--- src/rtl/branch_predictor.sv ---
// Static/dynamic fetch-stage branch predictor: JAL/B-type decode, 2-bit BHT, optional RAS.
// Define BPU_RAS_EN to build the return-address stack; without it returns stall fetch like any JALR.
module branch_predictor #(
  parameter int ADDR_W    = 32,
  parameter int BHT_IDX_W = 6,
  parameter int RAS_DEPTH = 4
) (
  input  logic              clock,
  input  logic              reset,
  input  logic              io_req_valid,
  output logic              io_req_ready,
  input  logic [ADDR_W-1:0] io_req_pc,
  input  logic [31:0]       io_req_inst,
  output logic              io_resp_valid,
  input  logic              io_resp_ready,
  output logic              io_resp_taken,
  output logic [ADDR_W-1:0] io_resp_target,
  output logic              io_resp_jump,
  input  logic              io_upd_valid,
  input  logic [ADDR_W-1:0] io_upd_pc,
  input  logic              io_upd_taken,
  input  logic              io_flush
);

  localparam int BHT_N = 1 << BHT_IDX_W;

  localparam logic [31:0] INST_ECALL  = 32'h0000_0073;
  localparam logic [31:0] INST_EBREAK = 32'h0010_0073;
  localparam logic [31:0] INST_MRET   = 32'h3020_0073;
  localparam logic [31:0] INST_RET    = 32'h0000_8067;

  logic              resp_valid_reg;
  logic              resp_taken_reg;
  logic              resp_jump_reg;
  logic [ADDR_W-1:0] resp_target_reg;

  logic [1:0] bht_reg [BHT_N];

  logic                 accept;
  logic [6:0]           opcode;
  logic [2:0]           funct3;
  logic                 is_jal;
  logic                 is_branch;
  logic                 is_jalr;
  logic                 is_system;
  logic                 is_ret;
  logic                 ras_hit;
  logic [ADDR_W-1:0]    ras_top;
  logic [ADDR_W-1:0]    imm_j;
  logic [ADDR_W-1:0]    imm_b;
  logic [BHT_IDX_W-1:0] lookup_idx;
  logic [BHT_IDX_W-1:0] upd_idx;
  logic                 pred_taken;
  logic                 pred_jump;
  logic [ADDR_W-1:0]    pred_target;
  logic                 unused_upd_bits;

  assign io_req_ready   = !io_flush && (!resp_valid_reg || io_resp_ready);
  assign accept         = io_req_valid && io_req_ready;
  assign io_resp_valid  = resp_valid_reg;
  assign io_resp_taken  = resp_taken_reg;
  assign io_resp_jump   = resp_jump_reg;
  assign io_resp_target = resp_target_reg;

  assign opcode    = io_req_inst[6:0];
  assign funct3    = io_req_inst[14:12];
  assign is_jal    = (opcode == 7'h6F);
  assign is_branch = (opcode == 7'h63) && (funct3 != 3'd2) && (funct3 != 3'd3);
  assign is_jalr   = (opcode == 7'h67) && (funct3 == 3'd0);
  assign is_system = (io_req_inst == INST_ECALL) || (io_req_inst == INST_EBREAK) ||
                     (io_req_inst == INST_MRET);
  assign is_ret    = (io_req_inst == INST_RET);

  assign imm_j = {{(ADDR_W-21){io_req_inst[31]}}, io_req_inst[31], io_req_inst[19:12],
                  io_req_inst[20], io_req_inst[30:21], 1'b0};
  assign imm_b = {{(ADDR_W-13){io_req_inst[31]}}, io_req_inst[31], io_req_inst[7],
                  io_req_inst[30:25], io_req_inst[11:8], 1'b0};

  assign lookup_idx      = io_req_pc[BHT_IDX_W+1:2];
  assign upd_idx         = io_upd_pc[BHT_IDX_W+1:2];
  assign unused_upd_bits = ^{io_upd_pc[ADDR_W-1:BHT_IDX_W+2], io_upd_pc[1:0]};

`ifdef BPU_RAS_EN
  localparam int RAS_PTR_W = (RAS_DEPTH > 1) ? $clog2(RAS_DEPTH) : 1;
  localparam logic [RAS_PTR_W:0] RAS_FULL = (RAS_PTR_W+1)'(RAS_DEPTH);

  logic [ADDR_W-1:0]    ras_mem [RAS_DEPTH];
  logic [RAS_PTR_W-1:0] ras_ptr_reg;
  logic [RAS_PTR_W:0]   ras_cnt_reg;
  logic [RAS_PTR_W-1:0] ras_top_ptr;
  logic                 is_call;

  // ras_ptr_reg points at the next free slot; the pointer wraps, so a push when full
  // lands on the oldest entry.
  assign ras_top_ptr = ras_ptr_reg - 1'b1;
  assign ras_top     = ras_mem[ras_top_ptr];
  assign ras_hit     = is_ret && (ras_cnt_reg != '0);
  assign is_call     = (is_jal || is_jalr) && (io_req_inst[11:7] == 5'd1);

  always_ff @(posedge clock) begin
    if (accept && is_call) begin
      ras_mem[ras_ptr_reg] <= io_req_pc + ADDR_W'(4);
    end
  end

  always_ff @(posedge clock) begin
    if (reset) begin
      ras_ptr_reg <= '0;
      ras_cnt_reg <= '0;
    end else if (accept && is_call) begin
      ras_ptr_reg <= ras_ptr_reg + 1'b1;
      if (ras_cnt_reg != RAS_FULL) begin
        ras_cnt_reg <= ras_cnt_reg + 1'b1;
      end
    end else if (accept && ras_hit) begin
      ras_ptr_reg <= ras_top_ptr;
      ras_cnt_reg <= ras_cnt_reg - 1'b1;
    end
  end
`else
  assign ras_hit = 1'b0;
  assign ras_top = '0;
`endif

  // A RAS hit is checked before the generic JALR case since a return is itself a JALR.
  always_comb begin
    pred_taken  = 1'b0;
    pred_jump   = 1'b0;
    pred_target = '0;
    if (is_jal) begin
      pred_taken  = 1'b1;
      pred_target = io_req_pc + imm_j;
    end else if (is_branch) begin
      pred_taken  = bht_reg[lookup_idx][1];
      pred_target = io_req_pc + imm_b;
    end else if (ras_hit) begin
      pred_taken  = 1'b1;
      pred_target = ras_top;
    end else if (is_jalr || is_system) begin
      pred_jump = 1'b1;
    end
  end

  // Lookups read the array combinationally before this edge's write, so a same-cycle
  // update to the same index is not visible to the lookup.
  always_ff @(posedge clock) begin
    if (reset) begin
      for (int i = 0; i < BHT_N; i++) begin
        bht_reg[i] <= 2'd1;
      end
    end else if (io_upd_valid) begin
      if (io_upd_taken && (bht_reg[upd_idx] != 2'd3)) begin
        bht_reg[upd_idx] <= bht_reg[upd_idx] + 2'd1;
      end else if (!io_upd_taken && (bht_reg[upd_idx] != 2'd0)) begin
        bht_reg[upd_idx] <= bht_reg[upd_idx] - 2'd1;
      end
    end
  end

  always_ff @(posedge clock) begin
    if (reset) begin
      resp_valid_reg  <= 1'b0;
      resp_taken_reg  <= 1'b0;
      resp_jump_reg   <= 1'b0;
      resp_target_reg <= '0;
    end else if (io_flush) begin
      resp_valid_reg <= 1'b0;
    end else if (accept) begin
      resp_valid_reg  <= 1'b1;
      resp_taken_reg  <= pred_taken;
      resp_jump_reg   <= pred_jump;
      resp_target_reg <= pred_target;
    end else if (io_resp_ready) begin
      resp_valid_reg <= 1'b0;
    end
  end

endmodule

--- config.mk ---
export PLATFORM = sky130hd
export DESIGN_NAME = branch_predictor
export DESIGN_NICKNAME = d
export VERILOG_FILES = /design/src/rtl/branch_predictor.sv
export SDC_FILE = /design/constraint.sdc
export NUM_CORES = 1
export LEC_CHECK = 0
export CORE_ASPECT_RATIO = 1.2
export CORE_MARGIN = 2
export CORE_UTILIZATION = 46
export CTS_CLUSTER_DIAMETER = 150
export DETAILED_ROUTE_END_ITERATION = 12
export PLACE_DENSITY = 0.68
export SYNTH_ARGS = -nofsm -noshare
export SYNTH_HDL_FRONTEND = slang
export SYNTH_SLANG_ARGS = --single-unit
export TNS_END_PERCENT = 10
--- constraint.sdc ---
create_clock -name clock -period 5.4 [get_ports clock]
set_input_delay 0.81 -clock clock [delete_from_list [all_inputs] [get_ports clock]]
set_output_delay 0.81 -clock clock [all_outputs]
set_load 0.005 [all_outputs]
Word-level counts from Yosys, hierarchy flattened --
Memory sizes are Yosys's and may differ from the RTL's. Cells that the tools add are included.
Word-level totals: input port bits 103, memory bits (writable) 128, flip-flop bits (word level) 35, latch bits 0, word-level logic and storage cells 64, memories kept 1, memory bits (read-only) 0
Memory list:
- bht_reg | depth 64, width 2, read ports 2, clocked after Yosys merged registers in 0, write ports 64, line 37 | logic [1:0] bht_reg [BHT_N];
Cells by class: shift operators 0, muxes and demuxes 24, equality and inequality tests 9, bitwise gates (word level) 2, divide/modulo/power cells 0, magnitude comparators 0, $add $sub $neg 4, reductions and logical operators 20, $mul 0
Operators with widths (number):
- adder 32 bit | 2
- 2-to-1 mux 32 bit | 2
- equality test 32 x 21 -> 1 bit, second input constant | 1
- equality test 32 x 30 -> 1 bit, second input constant | 1
- equality test 32 x 7 -> 1 bit, second input constant | 1
- equality test 7 bit, second input constant | 3
- 2-to-1 mux 1 bit | 19
- logical AND 1 bit | 7
- 2-to-1 mux 6 bit | 1
- != test 3 x 2 -> 1 bit, second input constant | 2
- logical OR 1 bit | 4
- 2-to-1 mux 2 bit | 2
- nonzero test 2 bit | 2
- OR reduction 2 bit | 2
- zero test 1 bit | 3
- zero test 3 bit | 1
- adder 2 x 1 -> 2 bit, second input constant | 1
- != test 2 bit, second input constant | 1
- AND reduction 2 bit | 1
- subtractor 2 x 1 -> 2 bit, second input constant | 1
- NOT 1 bit | 1
- OR 1 bit | 1

Longest topological paths before layout --
Gate-level depths: netlist (run 1). An unclocked memory read counts as a cell.
depth after elaboration 11, depth in mapped cells 14

Worst setup path after synthesis (run 1) --
Ideal clock, no wire load.
path type input to register, start in io_req_pc[2], end reg resp_target_reg[27], in the netlist io_resp_target[27], stages on the path 12, setup time 0.086 ns, slack 1.322 ns, arrival time 3.993 ns, path through clkbuf_1 > buf_1 > inv_1 > fa_1 > nand2b_1 > a21oi_1 > o21ai_0 > a211oi_1 > a211oi_1 > mux2i_1 > o221a_2 > a211oi_1
On the way: word-level cells in the longest chain between the ends 3, elaborated cells between the ends (all ways) 4, classes of those cells add/sub (2); mux (2)
RTL lines:
- start: declaration | line 12 | input logic [ADDR_W-1:0] io_req_pc,
- adder 32 bit | line 135 | pred_target = io_req_pc + imm_b;
- 2-to-1 mux 32 bit | line 133 | end else if (is_branch) begin
- 2-to-1 mux 32 bit (*) | line 130 | if (is_jal) begin
- end signal: assignment | line 172 | resp_target_reg <= pred_target;
- end: declaration | line 35 | logic [ADDR_W-1:0] resp_target_reg;
Every way passes the cells marked *; elsewhere a longest branch is shown, timed or not. A chain may end at the register's enable or synchronous reset.

==> summary.txt, run 1 <==
status: complete, no violations
Max VDD drop: 0.280 mV
Hold Slack: 0.454 ns
Die W: 149 µm
wire length per cell: 21.8 µm
Final ANT Viol Nets: 0
clock skew: 0.0136 ns
Post-synth EDFFs: 128
height of the die: 178 µm
PwrDens: 253 mW/mm²
final max-slew violation count: 0
CP startpoint kind: primary input
final period utilization: 87.6%
Diodes inserted: 0
Mapped Cells: 1269
CTS root buf: clkbuf_16
starting DRC count in detailed routing: 1245
GR Overflow Total: 0
max reg flops: 128
Sequential Area: 0.00454 mm²
# IOs: 139
CTS HTree Levels: 4
MaxCap Viol Count: 0
cts repair resizes: 0
WL final: 36.6 mm
layer with the highest usage: met2
first-pass GRT wire length: 56.7 mm
Final Hold Fails: 0
Seq/Total Area, Yosys: 39.0%
Post-CTS Setup Bufs: 0
Clock Sinks: 163
GRT Overall Usage: 27.5%
filler cell count: 2203
FF+latch count, synth: 163
fin nets: 1485
most common cell after layout, fill and taps aside: nand2_1
Setup Crit Path Kind: primary input to flip-flop
vias in the first global route: 10443
area of the multi-input gates: 0.00666 mm²
RSZ-0062 raised after global routing: no
worst path required time: 5.51 ns
Worst R2R Path Depth: 9
later-pin clock latency in the skew report: 0.43 ns
Synth top area share: 33.0%
total CTS buffers: 17
Finished Layout Cells: 1675
First-pass DRT Iterations: 5
distinct cell type count after synthesis: 80
met1 usage: 33.9%
DP Cell Count: 1643
Via density: 6.51
worst hold path type: flip-flop to flip-flop
DP Wirelength: 26.0 mm
final setup TNS: 0 ns
synthesis-to-finish area growth: 17.5%
TritonCTS clock tree: done
leading post-synthesis cells by cell area: edfxtp_1 (33%), mux4_2 (7.1%), dfxtp_1 (6.0%), ha_1 (4.6%), nand2_1 (4.6%)
Synth Flop Type: edfxtp_1
number of antenna violations at the first check in global routing: 0
Post-Place Worst Slack: 0.253 ns
GRT met2 Usage: 48.9%
synthesis warning total: 0
Avg Cell Area, Syn: 9.19 µm²
share of cells above drive strength 1: 10.4%
maximum root-to-sink buffer count: 2
DRC viols: 0
Core Rows: 63
endpoints failing setup: 0
most frequent cells in the layout: nand2_1 (143), nor2_1 (128), edfxtp_1 (128), clkdlybuf4s50_1 (111), o21ai_0 (93)
Crit. End Element: flip-flop
clock-pin slew on the worst setup and hold paths: 0.07 ns
Period minus WS final: 4.73 ns
M3 GR Usage: 3.32%
IO buf count: 112
Starting Density: 47.0%
Worst-Margin Slew: 1.17 ns
cell area after synthesis: 0.0117 mm²
Post-Syn Nets: 1417
relative slew slack: 21.7%
setup slack after layout: 0.671 ns
DIE AREA: 0.0267 mm²
via count: 10904
post-synthesis async set-or-reset flop share: 0%
RD Place Congestion: 0.920
WP data arrival: 4.84 ns
Max Clock Freq: 211 MHz
largest net degree at the start of global routing: 73
largest area contributor in the netlist: edfxtp_1
Hold Crit Depth: 2
Pleak: 0.00451 µW
# hold bufs at CTS: 0
Core ar.: 0.0248 mm²
Max FO, Critical Path: 21
-- layout make-up --
cell class              instances  area share (%)
multi-input cells             987            48.6
flip-flops and latches        163            33.1
repair buffers                150            10.6
clock buffers                  17            3.10
well taps                     325            2.97
clock inverters                15            1.16
inverters                      18           0.493
-- stage by stage --
step           power [µW]  instance area (µm²)  utilization (%)
2_1_floorplan        1950                11700                -
3_3_place_gp         2240                13100             52.9
3_5_place_dp         2250                13100             52.9
4_1_cts              3460                13700             55.2
5_1_grt              3580                13700             55.2
6_report             3460                13700             55.2
-- where the power goes --
group          switching (µW)  internal, µW
Clock                     606           624
Combinational             505           329
Sequential               19.5          1380
-- worst max-delay path, stage by stage --
cell and delay (ns):
clkdlybuf4s50_1 0.65, buf_12 0.28, inv_1 0.08, buf_4 0.18, nor3_1 0.10, buf_4 0.22
a222oi_1 0.41, o21ai_1 0.09, or4b_4 0.57, nor3_1 0.19, a21o_1 0.66, buf_4 0.38
o21ai_0 0.20
-- cell families after synthesis --
group,count (synthesis),synth area share [%]
AOI/OAI and AO/OA,348,19.8
xor gates and xnor gates,25,1.88
adders and majority gates,45,4.96
buffers and inverters,119,4.14
DFF,163,39.0
muxes,65,9.75
and+or+nand+nor,504,20.5
-- synthesized netlist by cell type, drive strengths merged, types with 13 or more instances --
cell    count
and2       13
o21ai      94
mux4       37
buf        25
o31ai      18
clkbuf     76
edfxtp    128
nand2b     16
nand3      73
o211ai     13
nand2     143
mux2i      19
a221oi     18
xnor2      16
dfxtp      35
nor2b      15
a21o       13
nor2      129
a21oi      72
nor3       44
a211oi     25
inv        17
ha         43
-- layer usage --
metal / vias up / share of wire, %
li1: 4977 / -
met1: 5237 / 38
met2: 579 / 50
met3: 111 / 8.3
met4: 0 / 3.8
met5: - / 0
-- final timing paths --
check        slack, ns           start              to
max               0.67    io_upd_pc[3]  bht_reg[25][0]
min               0.45    io_resp_jump    io_resp_jump
max reg2reg       1.51  bht_reg[30][0]  bht_reg[25][0]
min reg2reg       0.45    io_resp_jump    io_resp_jump
Note: power is estimated with default switching activity, not from simulation.
==> run 2, diff against run 1 <==
--- a/config.mk
+++ b/config.mk
@@ -6,5 +6,4 @@
 export NUM_CORES = 1
 export LEC_CHECK = 0
-export CORE_ASPECT_RATIO = 1.2
 export CORE_MARGIN = 2
 export CORE_UTILIZATION = 46
==> constraint.sdc (replaced) <==
create_clock -name clock -period 5.4 [get_ports clock]
set_input_delay 1.08 -clock clock [delete_from_list [all_inputs] [get_ports clock]]
set_output_delay 1.08 -clock clock [all_outputs]
set_load 0.005 [all_outputs]
==> run 2 against run 1 <==
Worst hold slack improved by 0.0030 ns. Global-route usage increased by 0.54 points. Clock skew increased by 0.00071 ns. Critical path depth decreased by 2. Non-clock buffer count increased by 4. First-iteration DRC count decreased by 9.5%. Utilization decreased by 0.33 points. Final cell count increased by 0.54%. Routed wire length increased by 1.2%.
==> summary.txt, run 2 (synthesis results as in run 1) <==
fin nets: 1489 (+0.27%)
GR Overflow Total: 0 (unchanged)
final setup TNS: 0 ns (unchanged)
sequential share of power: 39.9% (-0.5 points)
top layer used by detailed routing: met4
DP Cell Count: 1652 (+0.55%)
maximum root-to-sink buffer count: 2 (unchanged)
RD Place Congestion: 0.924 (+0.49%)
Max FO, Critical Path: 29 (+38%)
CTS HTree Levels: 4 (unchanged)
metal1 wirelength: 14.7 mm (+6.3%)
switch share: 32.2% (-0.40 points)
most common cell after layout, fill and taps aside: nand2_1
PwrDens: 255 mW/mm² (+1.0%)
RSZ-0062 raised after global routing: no
WL final: 37.0 mm (+1.2%)
Diodes inserted: 0 (unchanged)
DP Wirelength: 26.3 mm (+0.99%)
Starting Density: 46.6% (-0.39 points)
number of antenna violations at the first check in global routing: 0 (unchanged)
starting DRC count in detailed routing: 1127 (-9.5%)
synthesis-to-finish area growth: 17.8%
most frequent CP cell: buf_4
Comb power frac: 23.8% (-0.3 points)
WP data arrival: 4.96 ns (+0.12 ns)
CTS root buf: clkbuf_16
Pleak: 0.00453 µW (+0.44%)
largest stage delay on the critical path: 0.63 ns (-0.03 ns)
first-pass GRT wire length: 57.9 mm (+2.0%)
vias in the first global route: 10693 (+2.4%)
later-pin clock latency in the skew report: 0.45 ns (+0.02 ns)
DRC viols: 0 (unchanged)
critical path's top delay family: buffers and inverters
Setup Crit Path Kind: primary input to flip-flop
final max-slew violation count: 0 (unchanged)
largest net degree at the start of global routing: 73 (unchanged)
TritonCTS clock tree: done
Crit. End Element: flip-flop
Switch Pwr: 1130 µW (about the same)
status: complete, no violations
IO buf count: 112 (unchanged)
final period utilization: 89.9% (+2.4 points)
Via density: 6.42 (-1.4%)
max reg flops: 128 (unchanged)
wire length per cell: 22.0 µm (+0.66%)
via count: 10813 (-0.83%)
Final ANT Viol Nets: 0 (unchanged)
# IOs: 139 (unchanged)
Max Clock Freq: 206 MHz (-2.6%)
WP buf/inv: 3 (-3)
Crit-path slowest cell: clkdlybuf4s50_1
CP startpoint kind: primary input
Finished Layout Cells: 1684 (+0.54%)
Internal: 2380 µW (+1.9%)
relative slew slack: 11.1% (-11 points)
Die W: 163 µm (+9.3%)
clock-pin slew on the worst setup and hold paths: 0.07 ns (about the same)
worst hold path type: flip-flop to flip-flop
Post-CTS Setup Bufs: 0 (unchanged)
MaxCap Viol Count: 0 (unchanged)
Clock Sinks: 163 (unchanged)
clock skew: 0.0144 ns (+0.000706 ns)
height of the die: 163 µm (-8.5%)
CP cell instances: clkdlybuf4s50_1 > buf_4 > mux4_2 > nand2_1 > a21oi_1 > a211oi_1 > nand3_1 > and2_4 > a21o_1 > buf_4 > o31ai_1
Clock power frac: 36.3% (+0.8 points)
cts repair resizes: 0 (unchanged)
Core Rows: 58 (-7.9%)
most frequent cells in the layout: nand2_1 (143), nor2_1 (128), edfxtp_1 (128), clkdlybuf4s50_1 (111), o21ai_0 (93)
First-pass DRT Iterations: 8 (+3)
Max VDD drop: 0.227 mV (-19%)
GRT Overall Usage: 28.1% (+0.54 points)
DIE AREA: 0.0266 mm² (about the same)
Final Hold Fails: 0 (unchanged)
total CTS buffers: 17 (unchanged)
endpoints failing setup: 0 (unchanged)
Worst-Margin Slew: 1.33 ns (+0.156 ns)
worst path required time: 5.50 ns (about the same)
share of cells above drive strength 1: 10.7% (+0.26 points)
metal2 WL: 17.6 mm (-4.4%)
# hold bufs at CTS: 0 (unchanged)
Core ar.: 0.0250 mm² (+0.83%)
Period minus WS final: 4.86 ns (+0.127 ns)
routed wl met3: 3.57 mm (+18%)
-- run 2: path summary, 6_finish.rpt --
| check | from | end | slack (ns) | cells after the start |
|---|---|---|---|---|
| max | io_upd_pc[3] | bht_reg[22][1] | 0.54 | 11 |
| min | io_resp_target[7] | io_resp_target[7] | 0.46 | 2 |
| max reg2reg | bht_reg[5][0] | bht_reg[22][1] | 1.72 | 9 |
| min reg2reg | io_resp_target[7] | io_resp_target[7] | 0.46 | 2 |
-- run 2: metrics by stage --
step                hold slack (ns)  worst slack (ns)  instance area (µm²)  power (µW)  util, %
finish                        0.457             0.544                13700        3510     54.9
global route                  0.494             0.360                13700        3640     54.9
CTS                           0.455             0.648                13700        3500     54.9
detailed placement            0.446             0.197                13100        2250     52.5
global placement              0.442             0.222                13100        2240     52.5
floorplan                     0.448              1.05                11700        1950        -
-- run 2: per-layer routing --
metal	track usage, %	vias to the layer above
li1	-	4976
met1	36.7	5150
met2	46.5	600
met3	4.88	87
met4	10.9	0
met5	0	-
-- run 2: tightest hold or removal path, delay by kind of cell, from the launching register on --
kind,cells,cell delay (ns)
AND/OR/NAND/NOR,1,0.05
AO/OA/AOI/OAI,1,0.05
flip-flops,1,0.31
-- run 2: layout make-up --
class | instances | area, µm²
Fill cell | 2239 | 11300
Multi-Input combinational cell | 987 | 6660
Sequential cell | 163 | 4540
Timing Repair Buffer | 154 | 1460
Clock buffer | 17 | 425
Tap cell | 330 | 413
Clock inverter | 15 | 179
Inverter | 18 | 67.6
-- run 2: power by group through the flow --
| stage | Sequential [µW] | Clock [µW] | Combinational (µW) |
|---|---|---|---|
| final | 1400 | 1270 | 836 |
| after global routing | 1400 | 1330 | 903 |
| after CTS | 1400 | 1280 | 823 |
| after detailed placement | 1430 | 0 | 819 |
| after global placement | 1430 | 0 | 813 |
| after floorplan | 1420 | 0 | 534 |
==> run 3, diff against run 2 <==
CELL_PAD_IN_SITES_DETAIL_PLACEMENT = 0   (was default)
CELL_PAD_IN_SITES_GLOBAL_PLACEMENT = 1   (was default)
CORE_UTILIZATION = 44   (was 46)
PLACE_DENSITY = default   (was 0.68)
PLACE_DENSITY_LB_ADDON = 0.1   (was default)
==> run 3 against run 2 <==
Worst setup slack gained 0.26 ns. Final cell count grew 0.24%. First-iteration DRC count shrank 31%. Critical endpoint is now bht_reg[15][1]. Clock skew is essentially flat. Sequential cell count is the same. Count of clock-buffer cells in the layout grew 1. Maximum frequency grew 5.6%. Utilization shrank 2.2 points. Non-clock buffer count shrank 1. Combinational power is essentially flat. Power shrank 1.5%.
==> summary.txt, run 3 (synthesis results as in run 1) <==
number of antenna violations at the first check in global routing: 0 (unchanged)
first-pass GRT wire length: 58.9 mm (+1.8%)
WL final: 37.2 mm (+0.55%)
GRT Overall Usage: 26.9% (-1.2 points)
CTS HTree Levels: 4 (unchanged)
max reg flops: 128 (unchanged)
later-pin clock latency in the skew report: 0.44 ns (about the same)
First-pass DRT Iterations: 7 (-1)
Diodes inserted: 0 (unchanged)
Final ANT Viol Nets: 0 (unchanged)
worst hold path type: flip-flop to flip-flop
# hold bufs at CTS: 0 (unchanged)
switch share: 31.7% (-0.57 points)
Sequential Area: 0.00454 mm² (unchanged)
Core Rows: 59 (+1.7%)
relative slew slack: 21.9% (+11 points)
DP Wirelength: 26.7 mm (+1.7%)
Max FO, Critical Path: 32 (+10%)
endpoints failing setup: 0 (unchanged)
# IOs: 139 (unchanged)
Core ar.: 0.0261 mm² (+4.1%)
reg-to-reg slack, setup: 1.80 ns (+0.08 ns)
worst path required time: 5.48 ns (-0.02 ns)
TritonCTS clock tree: done
Crit. End Element: flip-flop
Clock power frac: 35.3% (-1.0 points)
Internal: 2360 µW (-0.67%)
IO buf count: 112 (unchanged)
final core occ: 52.7% (-2.2 points)
maximum root-to-sink buffer count: 2 (unchanged)
CP startpoint kind: primary input
fin nets: 1488 (-0.067%)
final period utilization: 85.2% (-4.8 points)
CTS root buf: clkbuf_16
Hold Startpoint: io_resp_target[0]
worst hold path endpoint: io_resp_target[0]
RSZ-0062 raised after global routing: no
final setup TNS: 0 ns (unchanged)
synthesis-to-finish area growth: 17.8% (about the same)
PwrDens: 251 mW/mm² (-1.5%)
share of cells above drive strength 1: 10.6% (-0.066 points)
most common cell after layout, fill and taps aside: nand2_1
total CTS buffers: 17 (unchanged)
wire length per cell: 22.0 µm (+0.32%)
GR Overflow Total: 0 (unchanged)
Starting Density: 44.8% (-1.8 points)
Die W: 167 µm (+2.2%)
MaxCap Viol Count: 0 (unchanged)
final max-slew violation count: 0 (unchanged)
DIE AREA: 0.0278 mm² (+4.4%)
Worst-Margin Slew: 1.17 ns (-0.160 ns)
Max Clock Freq: 217 MHz (+5.6%)
status: complete, no violations
Final Hold Fails: 0 (unchanged)
Setup Crit Path Kind: primary input to flip-flop
Via density: 6.26 (-2.5%)
cts repair resizes: 0 (unchanged)
Period minus WS final: 4.60 ns (-0.257 ns)
sequential share of power: 40.5% (+0.6 points)
Worst R2R Path Depth: 9 (unchanged)
Hold Crit Depth: 2 (unchanged)
height of the die: 167 µm (+2.2%)
WP data arrival: 4.68 ns (-0.28 ns)
Post-CTS Setup Bufs: 0 (unchanged)
clock skew: 0.0147 ns (+0.000384 ns)
Switch Pwr: 1090 µW (-3.3%)
Comb power frac: 24.2% (+0.4 points)
most frequent cells in the layout: nand2_1 (143), nor2_1 (128), edfxtp_1 (128), clkdlybuf4s50_1 (111), o21ai_0 (93)
RD Place Congestion: 0.853 (-7.7%)
via count: 10568 (-2.3%)
vias in the first global route: 10338 (-3.3%)
Clock Sinks: 163 (unchanged)
filler cell count: 2467 (+10%)
Pleak: 0.00452 µW (-0.27%)
DRC viols: 0 (unchanged)
Crit Reg-Reg Startpoint: bht_reg[5][0]
largest net degree at the start of global routing: 73 (unchanged)
area of the multi-input gates: 0.00666 mm² (about the same)
Max VDD drop: 0.234 mV (+2.8%)
clock-pin slew on the worst setup and hold paths: 0.07 ns (about the same)
Crit Reg-Reg Endpoint: bht_reg[15][1]
starting DRC count in detailed routing: 783 (-31%)
## run 3: power groups by stage
stage	Sequential [µW]	Combinational, µW	Clock, µW
final	1400	837	1220
after global routing	1400	909	1280
after CTS	1400	833	1230
after detailed placement	1430	829	0
after global placement	1430	827	0
after floorplan	1420	534	0
## run 3: final cells by class
type                       count  share of cell area (%)
clock inverter                14                    1.07
sequential                   163                    33.1
inverter                      18                   0.492
multi-input combinational    987                    48.5
clock buffer                  18                    3.12
timing repair buffer         153                    10.7
tap                          335                    3.05
## run 3: per-layer routing
layer	share of wire [%]	track usage, %	vias to the layer above
met5	0	0	-
met4	2.8	9.52	0
met3	6.2	3.49	69
met2	49	46.0	411
met1	42	35.2	5111
li1	-	-	4977
## run 3: worst max path at each step
stage / from / end / cells past startpoint
final: io_upd_pc[3] / bht_reg[15][1] / 11
after global routing: io_upd_pc[3] / bht_reg[15][1] / 11
after CTS: io_upd_pc[3] / bht_reg[15][1] / 11
after detailed placement: io_upd_pc[3] / bht_reg[15][1] / 11
after global placement: io_upd_pc[3] / bht_reg[15][0] / 11
after floorplan: io_req_pc[2] / io_resp_target[27] / 12
## run 3: critical path: stages
cell	delay, ns
clkdlybuf4s50_1	0.51
buf_12	0.23
mux4_2	0.55
mux2_2	0.27
a22oi_1	0.23
o21ai_1	0.12
or4b_4	0.57
and2_4	0.17
a21o_1	0.18
buf_4	0.22
o41ai_1	0.53
## run 3: through the flow
step	instance area, µm²	total power (µW)	cells	worst slack (ns)	hold WS (ns)
2_1_floorplan	11700	1950	1269	1.05	0.448
3_3_place_gp	13200	2250	1656	0.446	0.439
3_5_place_dp	13200	2260	1656	0.353	0.449
4_1_cts	13700	3460	1688	0.786	0.459
5_1_grt	13700	3600	1688	0.663	0.493
6_report	13700	3450	1688	0.801	0.454
